[src/rtl/tron_move_ctrl.sv]
// tron_move_ctrl
//   Per-frame movement sequencer for the two-player Tron game. Buffers each
//   player's turn requests in a 2-entry FIFO, applies at most one turn per
//   player per game tick (reversals and no-op turns are dropped), advances both
//   heads, then shares the single pixel-plotter port between the players with
//   a req/ack handshake. The player drawn first alternates every frame.
//
// Configuration macro: TRON_WRAP_EN
//   defined   : heads wrap to the opposite edge; crash_a/crash_b stay 0.
//   undefined : a step off the playfield leaves the head in place, sets the
//               player's sticky crash flag and freezes that player.
//
// Ports
//   clk, reset        system clock; asynchronous active-high reset
//   tick              one-clk game-step pulse
//   dir_a, dir_b      one-hot direction UP=10000 DN=01000 LT=00100 RT=00010
//   draw_ack          plotter accepted the current pixel
//   draw_req          pixel write request (coords stable while high)
//   draw_x, draw_y    pixel coordinates
//   draw_player       0 = player A colour, 1 = player B colour
//   head_a_x/y        player A head position
//   head_b_x/y        player B head position
//   crash_a, crash_b  sticky edge-crash flags
//   busy              sequencer not idle
//   overrun           one-clk pulse: tick dropped because a frame was running
module tron_move_ctrl #(
    parameter int X_W   = 8,
    parameter int Y_W   = 7,
    parameter int X_MAX = 159,
    parameter int Y_MAX = 119,
    parameter int A_X0  = 20,
    parameter int A_Y0  = 60,
    parameter int B_X0  = 139,
    parameter int B_Y0  = 60
) (
    input  logic           clk,
    input  logic           reset,
    input  logic           tick,
    input  logic [4:0]     dir_a,
    input  logic [4:0]     dir_b,
    input  logic           draw_ack,
    output logic           draw_req,
    output logic [X_W-1:0] draw_x,
    output logic [Y_W-1:0] draw_y,
    output logic           draw_player,
    output logic [X_W-1:0] head_a_x,
    output logic [Y_W-1:0] head_a_y,
    output logic [X_W-1:0] head_b_x,
    output logic [Y_W-1:0] head_b_y,
    output logic           crash_a,
    output logic           crash_b,
    output logic           busy,
    output logic           overrun
);

    typedef enum logic [1:0] {UP = 2'd0, DN = 2'd1, LT = 2'd2, RT = 2'd3} dir_t;
    typedef enum logic [2:0] {IDLE, STEER, MOVE, DRAW1, DRAW2} state_t;

    // e0 is the oldest entry; a push into a full FIFO replaces e1.
    typedef struct packed {
        dir_t       e0;
        dir_t       e1;
        logic [1:0] cnt;
    } fifo_t;

    typedef struct packed {
        logic [X_W-1:0] x;
        logic [Y_W-1:0] y;
        logic           hit;
    } step_t;

    function automatic logic dir_valid(input logic [4:0] v);
        return (v == 5'b10000) || (v == 5'b01000) || (v == 5'b00100) || (v == 5'b00010);
    endfunction

    function automatic dir_t dir_decode(input logic [4:0] v);
        dir_t d;
        case (v)
            5'b10000: d = UP;
            5'b01000: d = DN;
            5'b00100: d = LT;
            default:  d = RT;
        endcase
        return d;
    endfunction

    function automatic dir_t dir_reverse(input dir_t d);
        dir_t r;
        case (d)
            UP:      r = DN;
            DN:      r = UP;
            LT:      r = RT;
            default: r = LT;
        endcase
        return r;
    endfunction

    // Pop is applied before push, so a push in the same cycle as a pop on a
    // full FIFO lands in the freed slot instead of overwriting.
    function automatic fifo_t fifo_next(input fifo_t f, input logic pop, input logic push,
                                        input dir_t d);
        fifo_t r;
        r = f;
        if (pop && (r.cnt != 2'd0)) begin
            r.e0  = r.e1;
            r.cnt = r.cnt - 2'd1;
        end
        if (push) begin
            case (r.cnt)
                2'd0:    begin r.e0 = d; r.cnt = 2'd1; end
                2'd1:    begin r.e1 = d; r.cnt = 2'd2; end
                default: r.e1 = d;
            endcase
        end
        return r;
    endfunction

    // A frozen (crashed) player still drains its FIFO but never turns.
    function automatic dir_t steer(input dir_t h, input fifo_t f, input logic frozen);
        dir_t r;
        r = h;
        if ((f.cnt != 2'd0) && !frozen && (f.e0 != h) && (f.e0 != dir_reverse(h)))
            r = f.e0;
        return r;
    endfunction

    function automatic step_t advance_head(input logic [X_W-1:0] x, input logic [Y_W-1:0] y,
                                           input dir_t h);
        step_t r;
        r.x   = x;
        r.y   = y;
        r.hit = 1'b0;
        case (h)
            UP: if (y == '0) begin
`ifdef TRON_WRAP_EN
                    r.y = Y_W'(Y_MAX);
`else
                    r.hit = 1'b1;
`endif
                end else r.y = y - Y_W'(1);
            DN: if (y == Y_W'(Y_MAX)) begin
`ifdef TRON_WRAP_EN
                    r.y = '0;
`else
                    r.hit = 1'b1;
`endif
                end else r.y = y + Y_W'(1);
            LT: if (x == '0) begin
`ifdef TRON_WRAP_EN
                    r.x = X_W'(X_MAX);
`else
                    r.hit = 1'b1;
`endif
                end else r.x = x - X_W'(1);
            default: if (x == X_W'(X_MAX)) begin
`ifdef TRON_WRAP_EN
                    r.x = '0;
`else
                    r.hit = 1'b1;
`endif
                end else r.x = x + X_W'(1);
        endcase
        return r;
    endfunction

    state_t         state;
    dir_t           hdir_a, hdir_b;
    dir_t           last_a, last_b;
    fifo_t          fifo_a, fifo_b;
    fifo_t          fifo_a_nxt, fifo_b_nxt;
    step_t          mv_a, mv_b;
    logic           b_first;
    logic           push_a, push_b, pop;
    logic           first_dead;
    logic           cur_p, cur_crash, draw_done;
    logic [X_W-1:0] cur_x;
    logic [Y_W-1:0] cur_y;

    // NOTE: every signal gets a value on every path through this block, so no latches are inferred.
    always_comb begin
        pop        = (state == STEER);
        push_a     = dir_valid(dir_a) && (dir_decode(dir_a) != last_a);
        push_b     = dir_valid(dir_b) && (dir_decode(dir_b) != last_b);
        fifo_a_nxt = fifo_next(fifo_a, pop, push_a, dir_decode(dir_a));
        fifo_b_nxt = fifo_next(fifo_b, pop, push_b, dir_decode(dir_b));
        mv_a       = advance_head(head_a_x, head_a_y, hdir_a);
        mv_b       = advance_head(head_b_x, head_b_y, hdir_b);
        // The first player's draw is decided on the MOVE edge, so look at the
        // crash state that edge is about to produce.
        first_dead = b_first ? (crash_b | mv_b.hit) : (crash_a | mv_a.hit);
        cur_p      = (state == DRAW1) ? b_first : ~b_first;
        cur_crash  = cur_p ? crash_b : crash_a;
        cur_x      = cur_p ? head_b_x : head_a_x;
        cur_y      = cur_p ? head_b_y : head_a_y;
        // A draw slot ends on ack, or immediately for a crashed player.
        draw_done  = draw_req ? draw_ack : cur_crash;
    end

    assign busy = (state != IDLE);

    // NOTE: non-blocking assignments keep every register update in this block
    // sampling pre-edge values, independent of statement order.
    always_ff @(posedge clk or posedge reset) begin
        if (reset) begin
            state       <= IDLE;
            hdir_a      <= RT;
            hdir_b      <= LT;
            last_a      <= RT;
            last_b      <= LT;
            // NOTE: the FIFO storage is a handful of flops, so it is reset
            // with everything else rather than left uninitialised like a RAM.
            fifo_a      <= '0;
            fifo_b      <= '0;
            head_a_x    <= X_W'(A_X0);
            head_a_y    <= Y_W'(A_Y0);
            head_b_x    <= X_W'(B_X0);
            head_b_y    <= Y_W'(B_Y0);
            crash_a     <= 1'b0;
            crash_b     <= 1'b0;
            draw_req    <= 1'b0;
            draw_x      <= '0;
            draw_y      <= '0;
            draw_player <= 1'b0;
            overrun     <= 1'b0;
            b_first     <= 1'b0;
        end else begin
            fifo_a  <= fifo_a_nxt;
            fifo_b  <= fifo_b_nxt;
            if (dir_valid(dir_a)) last_a <= dir_decode(dir_a);
            if (dir_valid(dir_b)) last_b <= dir_decode(dir_b);
            overrun <= tick && (state != IDLE);

            case (state)
                IDLE: if (tick) state <= STEER;
                STEER: begin
                    hdir_a <= steer(hdir_a, fifo_a, crash_a);
                    hdir_b <= steer(hdir_b, fifo_b, crash_b);
                    state  <= MOVE;
                end
                MOVE: begin
                    if (!crash_a) begin
                        head_a_x <= mv_a.x;
                        head_a_y <= mv_a.y;
                        crash_a  <= mv_a.hit;
                    end
                    if (!crash_b) begin
                        head_b_x <= mv_b.x;
                        head_b_y <= mv_b.y;
                        crash_b  <= mv_b.hit;
                    end
                    // Raise the first request straight from the new head
                    // position so it is visible on the first DRAW1 cycle.
                    if (!first_dead) begin
                        draw_req    <= 1'b1;
                        draw_player <= b_first;
                        draw_x      <= b_first ? mv_b.x : mv_a.x;
                        draw_y      <= b_first ? mv_b.y : mv_a.y;
                    end
                    state <= DRAW1;
                end
                DRAW1, DRAW2: begin
                    if (draw_done) begin
                        draw_req <= 1'b0;
                        if (state == DRAW1) begin
                            state <= DRAW2;
                        end else begin
                            state   <= IDLE;
                            b_first <= ~b_first;
                        end
                    end else if (!draw_req) begin
                        // Entering DRAW2 after an ack: req stays low one clk first.
                        draw_req    <= 1'b1;
                        draw_player <= cur_p;
                        draw_x      <= cur_x;
                        draw_y      <= cur_y;
                    end
                end
                default: state <= IDLE;
            endcase
        end
    end

endmodule

[config.mk]
export PLATFORM = sky130hd
export DESIGN_NAME = tron_move_ctrl
export DESIGN_NICKNAME = d
export VERILOG_FILES = /design/src/rtl/tron_move_ctrl.sv
export SDC_FILE = /design/constraint.sdc
export NUM_CORES = 1
export LEC_CHECK = 0
export BUFFER_PORTS_ARGS = -buffer_cell sky130_fd_sc_hd__buf_4
export CAP_MARGIN = 20
export CORE_MARGIN = 2
export CORE_UTILIZATION = 30
export CTS_BUF_LIST = sky130_fd_sc_hd__clkbuf_2 sky130_fd_sc_hd__clkbuf_4 sky130_fd_sc_hd__clkbuf_8
export CTS_CLUSTER_SIZE = 12
export DETAILED_ROUTE_END_ITERATION = 6
export PLACE_DENSITY = 0.49
export SETUP_SLACK_MARGIN = 0.1
export SYNTH_ARGS = -nofsm -noshare
export SYNTH_HDL_FRONTEND = slang
export SYNTH_SLANG_ARGS = --single-unit
[constraint.sdc]
create_clock -name clk -period 2.9 [get_ports clk]
set_input_delay 0.58 -clock clk [delete_from_list [all_inputs] [get_ports clk]]
set_output_delay 0.58 -clock clk [all_outputs]
set_load 0.02 [all_outputs]
; After elaboration in Yosys (flattened, before gate mapping)
; Index checks and enable logic that the tools add are counted.
[classes]
addsub = 10
n_eq_ne = 33
n_bitwise = 7
muxes = 69
reduce_logical = 45
[ops]
columns = operator, n
row1 = 2-to-1 mux 8 bit, 9
row2 = 2-to-1 mux 7 bit, 9
row3 = case mux 8 bit (2 select lines), 3
row4 = case mux 7 bit (2 select lines), 3
row5 = case mux 2 bit (3 select lines), 4
row6 = 2-to-1 mux 2 bit, 10
row7 = 2-to-1 mux 1 bit, 19
row8 = AND reduction 2 bit, 9
row9 = adder 8 x 1 -> 8 bit (second input constant), 2
row10 = equality test 8 bit (second input constant), 2
row11 = zero test 8 bit, 2
row12 = subtractor 8 x 1 -> 8 bit (second input constant), 2
row13 = adder 7 x 1 -> 7 bit (second input constant), 2
row14 = equality test 7 bit (second input constant), 2
row15 = zero test 7 bit, 2
row16 = subtractor 7 x 1 -> 7 bit (second input constant), 2
row17 = 2-to-1 mux 6 bit, 2
row18 = inequality test 2 bit, 6
row19 = case mux 3 bit (4 select lines), 1
row20 = logical AND 1 bit, 11
row21 = equality test 5 x 2 -> 1 bit (second input constant), 2
row22 = equality test 5 x 3 -> 1 bit (second input constant), 2
row23 = equality test 5 x 4 -> 1 bit (second input constant), 2
row24 = equality test 5 bit (second input constant), 2
row25 = 21 further kinds, 54
[totals]
output_inout_bits = 51
ff_bits = 74

; Depth between registers and ports, before layout
; Gate-level depths: netlist of the first run.
[logic_depth]
word_depth = 7
ltp_mapped = 10
depth_no_buf = 9

; Worst setup path before layout of the first run
; No wires, ideal clock.
[synth_path]
path_kind = reg2reg
from = register head_a_x[1]
to = register draw_player
required_time_ns = 2.775
path_buffers = 2
setup_ns = 0.125
path_stages_with_launch = 11
synth_period_minus_slack_ns = 3.035
t_arrival_ns = 2.909
setup_slack_ns = -0.135
cell_sequence = dfrtp_1 clkbuf_1 inv_1 ha_1 nor3b_2 a31oi_2 nor2_1 a211o_1 a31oi_4 buf_6 mux2_4
[synth_between]
elab_chain_cells = 7
[synth_lines]
columns = element, line_no
row1 = "start, declared", 46  ; output logic [X_W-1:0] head_a_x,
row2 = "start signal, assigned", 214  ; head_a_x <= X_W'(A_X0);
row3 = "start signal, assigned", 242  ; head_a_x <= mv_a.x;
row4 = equality test 8 bit or zero test 8 bit (tied branches), "155, 148"
row5 = 2-to-1 mux 1 bit (on tied branches), "155, 148"
row6 = case mux 1 bit (3 select lines) *, 133  ; case (h)
row7 = bitwise OR 1 bit *, 190  ; first_dead = b_first ? (crash_b | mv_b.hit) : (crash_a | mv_a.hit);
row8 = 2-to-1 mux 1 bit *, 190
row9 = inequality test 2 bit (no source line) *, -
row10 = AND reduction 4 bit (no source line) *, -
row11 = "end signal, assigned", 255  ; draw_player <= b_first;
row12 = "end signal, assigned", 273  ; draw_player <= cur_p;
row13 = "end, declared", 45  ; output logic draw_player,
; Every way passes the cells marked *; elsewhere a longest branch is shown, timed or not.
; A chain may end at the register's enable or synchronous reset.

; Worst setup path in the final report of the first run
[layout_path]
from = register head_b_y[0]
to = register draw_x[6]
[layout_between]
elab_chain_cells = 7
[layout_lines]
columns = element, line_no
row1 = "start, declared", 49  ; output logic [Y_W-1:0] head_b_y,
row2 = "start signal, assigned", 217  ; head_b_y <= Y_W'(B_Y0);
row3 = "start signal, assigned", 248  ; head_b_y <= mv_b.y;
row4 = equality test 7 bit or zero test 7 bit (tied branches), "141, 134"
row5 = 2-to-1 mux 1 bit (on tied branches), "141, 134"
row6 = case mux 1 bit (3 select lines) *, 133
row7 = bitwise OR 1 bit *, 190
row8 = 2-to-1 mux 1 bit *, 190
row9 = inequality test 2 bit (no source line) *, -
row10 = AND reduction 4 bit (no source line) *, -
row11 = "end signal, assigned", 256  ; draw_x <= b_first ? mv_b.x : mv_a.x;
row12 = "end signal, assigned", 274  ; draw_x <= cur_x;
row13 = "end, declared", 43  ; output logic [X_W-1:0] draw_x,
; Marks and branches as above.

==> summary.txt, run 1 <==
Run status
  – Status: finished clean

Timing
  – Hold Fails Final Rpt: 0
  – Final worst setup slack: 205 ps
  – RSZ-0062 raised after global routing: no
  – Final min period: 2690 ps
  – Fin. max-slew vios: 0
  – Max Freq: 371 MHz
  – Setup_tns: 0 ps
  – Max-slew headroom: 59.5%
  – Slew at the pin with the worst max-slew slack: 607 ps
  – Fin crit share: 92.9%
  – Setup Skew: 8.87 ps
  – Final setup fails: 0

Floorplanning
  – Die height: 145 µm
  – Die width: 145 µm
  – Row count: 51
  – Die ar.: 21100 µm²
  – Initial Utilization: 30.6%
  – Top Ports: 65
  – Area of the core: 19500 µm²

Synthesis
  – Synth top area cells: dfrtp_1 (23%), dfstp_2 (8.8%), mux2i_1 (5.7%)
  – Post-synth top area cell: dfrtp_1
  – Yosys Warn Count: 0
  – Post-synth cell types: 81
  – Top cell type's share of synthesized area: 22.6%
  – Post-synthesis async set-or-reset flop share: 100%
  – Mapped cell area: 5980 µm²
  – Avg Inst Size Synth: 8.56 µm²
  – EDFF count, synth: 0
  – Mapped Cells: 698
  – Seq/Total Area, Yosys: 31.4%
  – Syn Nets: 726
  – Main synth FF type: dfrtp_1
  – Number of synthesized register bits: 74

GRT
  – Vias in the first global route: 5498
  – Initial antenna violation count: 0
  – Grt ovf: 0
  – Total GRT Usage: 18.0%
  – First-pass GRT wire length: 30.7 mm
  – Largest net degree at the start of global routing: 75

Place
  – Placed instance area: 6870 µm²
  – Post-DP HPWL: 14.0 mm
  – IO Port Bufs: 64
  – Post-place setup slack: 253 ps
  – Final GP Congestion: 0.895

Finish
  – Most frequent cells in the layout: buf_4 (106), o21ai_0 (54), nor2_1 (53), dfrtp_1 (52), nand2_1 (45)
  – Ratio of cells with drive above 1 in the final layout: 25.3%
  – Commonest non-fill, non-tap cell in the layout: buf_4
  – Fin area: 7090 µm²
  – Number of fillers in the final layout: 2088
  – Ant diodes: 0
  – Final nets: 791
  – Layout Area Growth over Synthesis: 18.7%

Route
  – DRC: 0
  – Drt first pass iters: 5
  – DR iter-0 viols: 499
  – DR WL/cell: 18.3 µm
  – Via count: 5764
  – Via/cell ratio: 5.59
  – Final ANT Viol Nets: 0
  – Final wirelength: 18.9 mm

Power and ir drop
  – Switching share of power: 48.6%
  – P per Cell Area: 1140 nW/µm²
  – Comb pwr share: 61.6%
  – Int Pwr: 4.16 mW
  – Psw: 3.93 mW
  – Leak Pwr: 2.89 nW
  – Clock power frac: 11.1%
  – Seq pwr share: 27.3%
  – Worst vdd ir: 417 µV

Critical path
  – Critical Path RT: 3170 ps
  – Crit. End Element: register
  – Worst setup path class: reg -> reg
  – Worst Path Max Fanout: 10
  – Arrival @ worst endpoint: 2960 ps
  – Startpoint types: register

Clock tree
  – Worst-path clk slew: 80 ps
  – CTS buffer count: 9
  – Clock Sinks: 74
  – Htree depth: 3
  – Clock Path Buffers: 2
  – CTS tree: done
  – CTS hold repair buffers: 0
  – Root Driver: clkbuf_8
  – Latest clock arrival within the worst-skew pair: 370 ps

Run
  – Max cap viols: 0

Min path
  – Hold Path Class: in -> async
[worst max-delay path, cell delays in order, from the launching register on]
cell,delay [ps]
dfrtp_1,500
inv_1,140
ha_1,290
nand2b_1,170
or3_4,160
nand2_1,60
o41a_2,480
a31oi_4,190
buf_4,240
mux2_2,350
[path summary, 6_finish.rpt]
check / from / depth (start not counted) / endpoint / slack (ps)
worst max-delay path: head_b_y[0] / 9 / draw_x[6] / 210
worst min-delay path: reset / 3 / draw_y[3] / 300
worst max register to register: head_b_y[0] / 9 / draw_x[6] / 210
worst min register to register: draw_x[6] / 1 / draw_x[6] / 510
max in group asynchronous: reset / 3 / head_a_x[2] / 2250
min in group clk: tick / 2 / overrun / 440
[registers in the layout (all words and copies together), names as in the netlist, 2 cells and up]
register / count
head_a_x: 8
state: 3
hdir_a: 2
head_b_x: 8
draw_y: 7
head_b_y: 7
fifo_a: 6
fifo_b: 6
hdir_b: 2
head_a_y: 7
draw_x: 8
last_b: 2
last_a: 2
[cells in the mapped netlist, drive strengths merged (3+ instances only)]
cell,instances
nor2,53
clkbuf,33
a211o,7
ha,14
xnor2,17
nand4b,3
nand3,22
mux2,25
nor4b,3
a2bb2oi,3
o21ai,56
a221oi,4
o22a,4
or4,9
o31ai,8
or3,6
and3,3
a31oi,16
o211ai,14
a211oi,7
nor4,8
a221o,5
o22ai,8
nor3,28
nand2b,8
o221ai,3
a22oi,4
xor2,12
buf,20
or2,3
nor3b,7
a21oi,33
and2,7
nand2,45
nand4,8
inv,33
a31o,6
dfstp,20
a21o,3
o21a,8
mux2i,34
dfrtp,54
[layer usage]
layer	GRT usage [%]	part of all wire [%]	vias to the layer above
met5	0	0	-
met3	3.33	5.1	20
met1	23.9	46	2824
li1	-	-	2733
met2	30.3	48	187
met4	4.31	1.7	0
[cells by family (layout without fill, tap and decap cells)]
| kind of cell | count (synthesis) | count (layout) | share of synthesized area (%) |
|---|---|---|---|
| simple gates | 223 | 223 | 19.6 |
| fa+ha+maj | 14 | 14 | 2.93 |
| buf+inv | 86 | 155 | 6.09 |
| xor+xnor | 29 | 29 | 4.37 |
| mux | 59 | 59 | 10.8 |
| flops | 74 | 74 | 31.4 |
| compound gates | 213 | 213 | 24.8 |
[power groups by stage]
| stage | sequential [mW] | combinational, mW | clock, mW |
|---|---|---|---|
| after floorplan | 2.06 | 3.41 | 0 |
| after global placement | 2.22 | 4.89 | 0 |
| after detailed placement | 2.23 | 4.93 | 0 |
| after CTS | 2.22 | 4.95 | 0.929 |
| after global routing | 2.30 | 5.45 | 0.971 |
| final | 2.21 | 4.98 | 0.894 |
[timing repair]
item	in CTS	in global routing
resized for setup	0	0
setup buffers	0	3
endpoints found under the setup margin	0	1
[through the flow]
stage / total power, mW / cells / hold slack [ps] / utilization, %
2_1_floorplan: 5.46 / 698 / 479 / -
6_report: 8.09 / 1032 / 303 / 36.3
5_1_grt: 8.72 / 1032 / 316 / 36.3
3_5_place_dp: 7.17 / 1014 / 499 / 35.2
4_1_cts: 8.10 / 1029 / 305 / 36.2
3_3_place_gp: 7.12 / 1014 / 490 / 35.2
[cell type report]
type	instances	area, µm²	share of cell area [%]
multi-input cells	538	3740	52.7
flip-flops and latches	74	1880	26.5
repair buffers	107	816	11.5
well taps	265	332	4.67
clock buffers	9	124	1.75
inverters	33	124	1.75
clock inverters	6	82.6	1.16
No activity file was read; power rests on OpenSTA's default activity.
==> run 2, diff against run 1 <==
==> constraint.sdc (replaced) <==
create_clock -name clk -period 2.9 [get_ports clk]
set_input_delay 0.725 -clock clk [delete_from_list [all_inputs] [get_ports clk]]
set_output_delay 0.725 -clock clk [all_outputs]
set_load 0.01 [all_outputs]
==> run 2 against run 1 <==
Against the previous run: sequential share of layout area grew 0.16 points; setup slack improved by 5.7 ps; count of clock-buffer cells in the layout is 2 higher; clock power decreased by 5.7%; flip-flop and latch count stayed put; critical path depth is the same; critical path type unchanged; critical endpoint unchanged; largest cell class unchanged; largest power group unchanged.
==> summary.txt, run 2 (synthesis results as in run 1) <==
Min path
  – Hold Path Class: in -> async

Critical path
  – Crit. End Element: register
  – Worst setup path class: reg -> reg
  – CP max-delay cell: dfrtp_1
  – CP top delay family: compound AO/OA/AOI/OAI gates
  – Critical Path RT: 3160 ps
  – Worst reg2reg path depth: 9
  – Worst Path Max Fanout: 10
  – CP Buf/Inv Count: 2
  – Reg2reg setup slack: 210 ps
  – RR Startpoint: head_b_y[1]
  – Startpoint types: register
  – Crit-path cells: inv_1, ha_1, nand2b_1, or3_4, nand2_1, o41a_2, a31oi_4, buf_4, mux2_2
  – Arrival @ worst endpoint: 2950 ps
  – Worst flop-to-flop path endpoint: draw_x[6]
  – Crit-path max cell delay: 510 ps

Clock tree
  – Htree depth: 3
  – CTS hold repair buffers: 0
  – Root Driver: clkbuf_8
  – CTS tree: done
  – Worst-path clk slew: 90 ps
  – Clock Sinks: 74
  – Latest clock arrival within the worst-skew pair: 380 ps
  – CTS buffer count: 9
  – Clock Path Buffers: 2

Finish
  – Ratio of cells with drive above 1 in the final layout: 25.1%
  – Most frequent cells in the layout: buf_4 (100), o21ai_0 (54), nor2_1 (53), dfrtp_1 (53), nand2_1 (45)
  – Post-layout util: 36.1%
  – Final nets: 785
  – Fin area: 7050 µm²
  – Top Registers: draw_x: 8 flops, head_a_x: 8 flops, head_b_x: 8 flops
  – Commonest non-fill, non-tap cell in the layout: buf_4
  – Layout Area Growth over Synthesis: 17.9%
  – Ant diodes: 0

GRT
  – Total GRT Usage: 18.0%
  – Grt ovf: 0
  – Largest net degree at the start of global routing: 53
  – First-pass GRT wire length: 30.4 mm
  – Initial antenna violation count: 0
  – Vias in the first global route: 5524

Floorplanning
  – Die width: 145 µm
  – Top Ports: 65
  – Area of the core: 19500 µm²
  – Initial Utilization: 30.6%
  – Die ar.: 21100 µm²
  – Die height: 145 µm
  – Row count: 51

Timing
  – Max-slew headroom: 53.7%
  – Slew at the pin with the worst max-slew slack: 690 ps
  – Final min period: 2690 ps
  – Final worst setup slack: 211 ps
  – RSZ-0062 raised after global routing: no
  – Fin. max-slew vios: 0
  – Setup_tns: 0 ps
  – Hold Fails Final Rpt: 0
  – Setup Skew: 13.9 ps
  – Fin crit share: 92.7%
  – Max Freq: 372 MHz
  – Final setup fails: 0

Route
  – Via/cell ratio: 5.65
  – Drt first pass iters: 5
  – Final wirelength: 19.3 mm
  – Via count: 5800
  – DR WL/cell: 18.7 µm
  – Final ANT Viol Nets: 0
  – DR iter-0 viols: 444
  – DRC: 0

Run
  – Max cap viols: 0

Power and ir drop
  – Seq pwr share: 28.5%
  – P per Cell Area: 1110 nW/µm²
  – Switching share of power: 48.5%
  – Int Pwr: 4.04 mW
  – Clock power frac: 10.7%
  – Psw: 3.81 mW
  – Worst vdd ir: 407 µV
  – Leak Pwr: 2.86 nW
  – Comb pwr share: 60.7%

Place
  – Final GP Congestion: 0.878
  – Placed instance area: 6830 µm²
  – IO Port Bufs: 64
  – Post-place setup slack: 238 ps
  – Post-DP HPWL: 14.2 mm

Run status
  – Status: finished clean
run 2: cell types whose count changed in the layout (fill, tap and decap cells not counted):
cell / change
a21oi_1: -1
a21oi_2: +1
buf_4: -6
bufinv_16: -1
clkbuf_4: +2
clkinv_2: -1
clkinvlp_4: +1
dfrtp_1: +1
dfrtp_2: -1
ha_1: -1
ha_2: +1
nor3_1: -1
nor3_2: +1
run 2: repair_timing:
action                     4_1_cts  5_1_grt
setup endpoints to repair        0        2
setup buffers                    0        1
gates resized for setup          0        4
run 2: layout make-up:
cell class	instances	area [µm²]
clock inverter	5	55.1
multi-input combinational	538	3750
inverter	33	124
fill	2092	12500
tap	265	332
clock buffer	11	139
timing repair buffer	101	771
sequential	74	1880
run 2: routing by layer:
| layer | GRT usage (%) | up-vias | share of wire (%) |
|---|---|---|---|
| li1 | - | 2734 | - |
| met1 | 24.5 | 2812 | 45 |
| met2 | 28.5 | 219 | 46 |
| met3 | 3.62 | 35 | 5.8 |
| met4 | 6.37 | 0 | 2.6 |
| met5 | 0 | - | 0 |
run 2: how the worst max path moves through the flow:
stage           startpoint           to  slack, ps  depth (start not counted)
2_1_floorplan  head_a_x[0]  draw_player        120                         10
3_3_place_gp   head_b_x[0]    draw_x[6]        280                          8
3_5_place_dp   head_b_y[0]    draw_x[6]        240                          9
4_1_cts        head_b_y[0]    draw_x[6]        210                          9
5_1_grt        head_b_y[1]    draw_x[6]        110                          9
6_report       head_b_y[1]    draw_x[6]        210                          9
run 2: through the flow:
stage | std cells | hold slack [ps] | power [mW]
CTS | 1026 | 397 | 7.83
global placement | 1010 | 494 | 6.87
finish | 1027 | 384 | 7.85
floorplan | 698 | 479 | 5.27
detailed placement | 1010 | 503 | 6.95
global route | 1027 | 414 | 8.44
run 2: power groups by stage:
stage | clock network (mW) | registers [mW] | logic [mW]
after floorplan | 0 | 1.87 | 3.40
after global placement | 0 | 2.24 | 4.63
after detailed placement | 0 | 2.25 | 4.70
after CTS | 0.875 | 2.24 | 4.72
after global routing | 0.915 | 2.32 | 5.21
final | 0.843 | 2.24 | 4.77
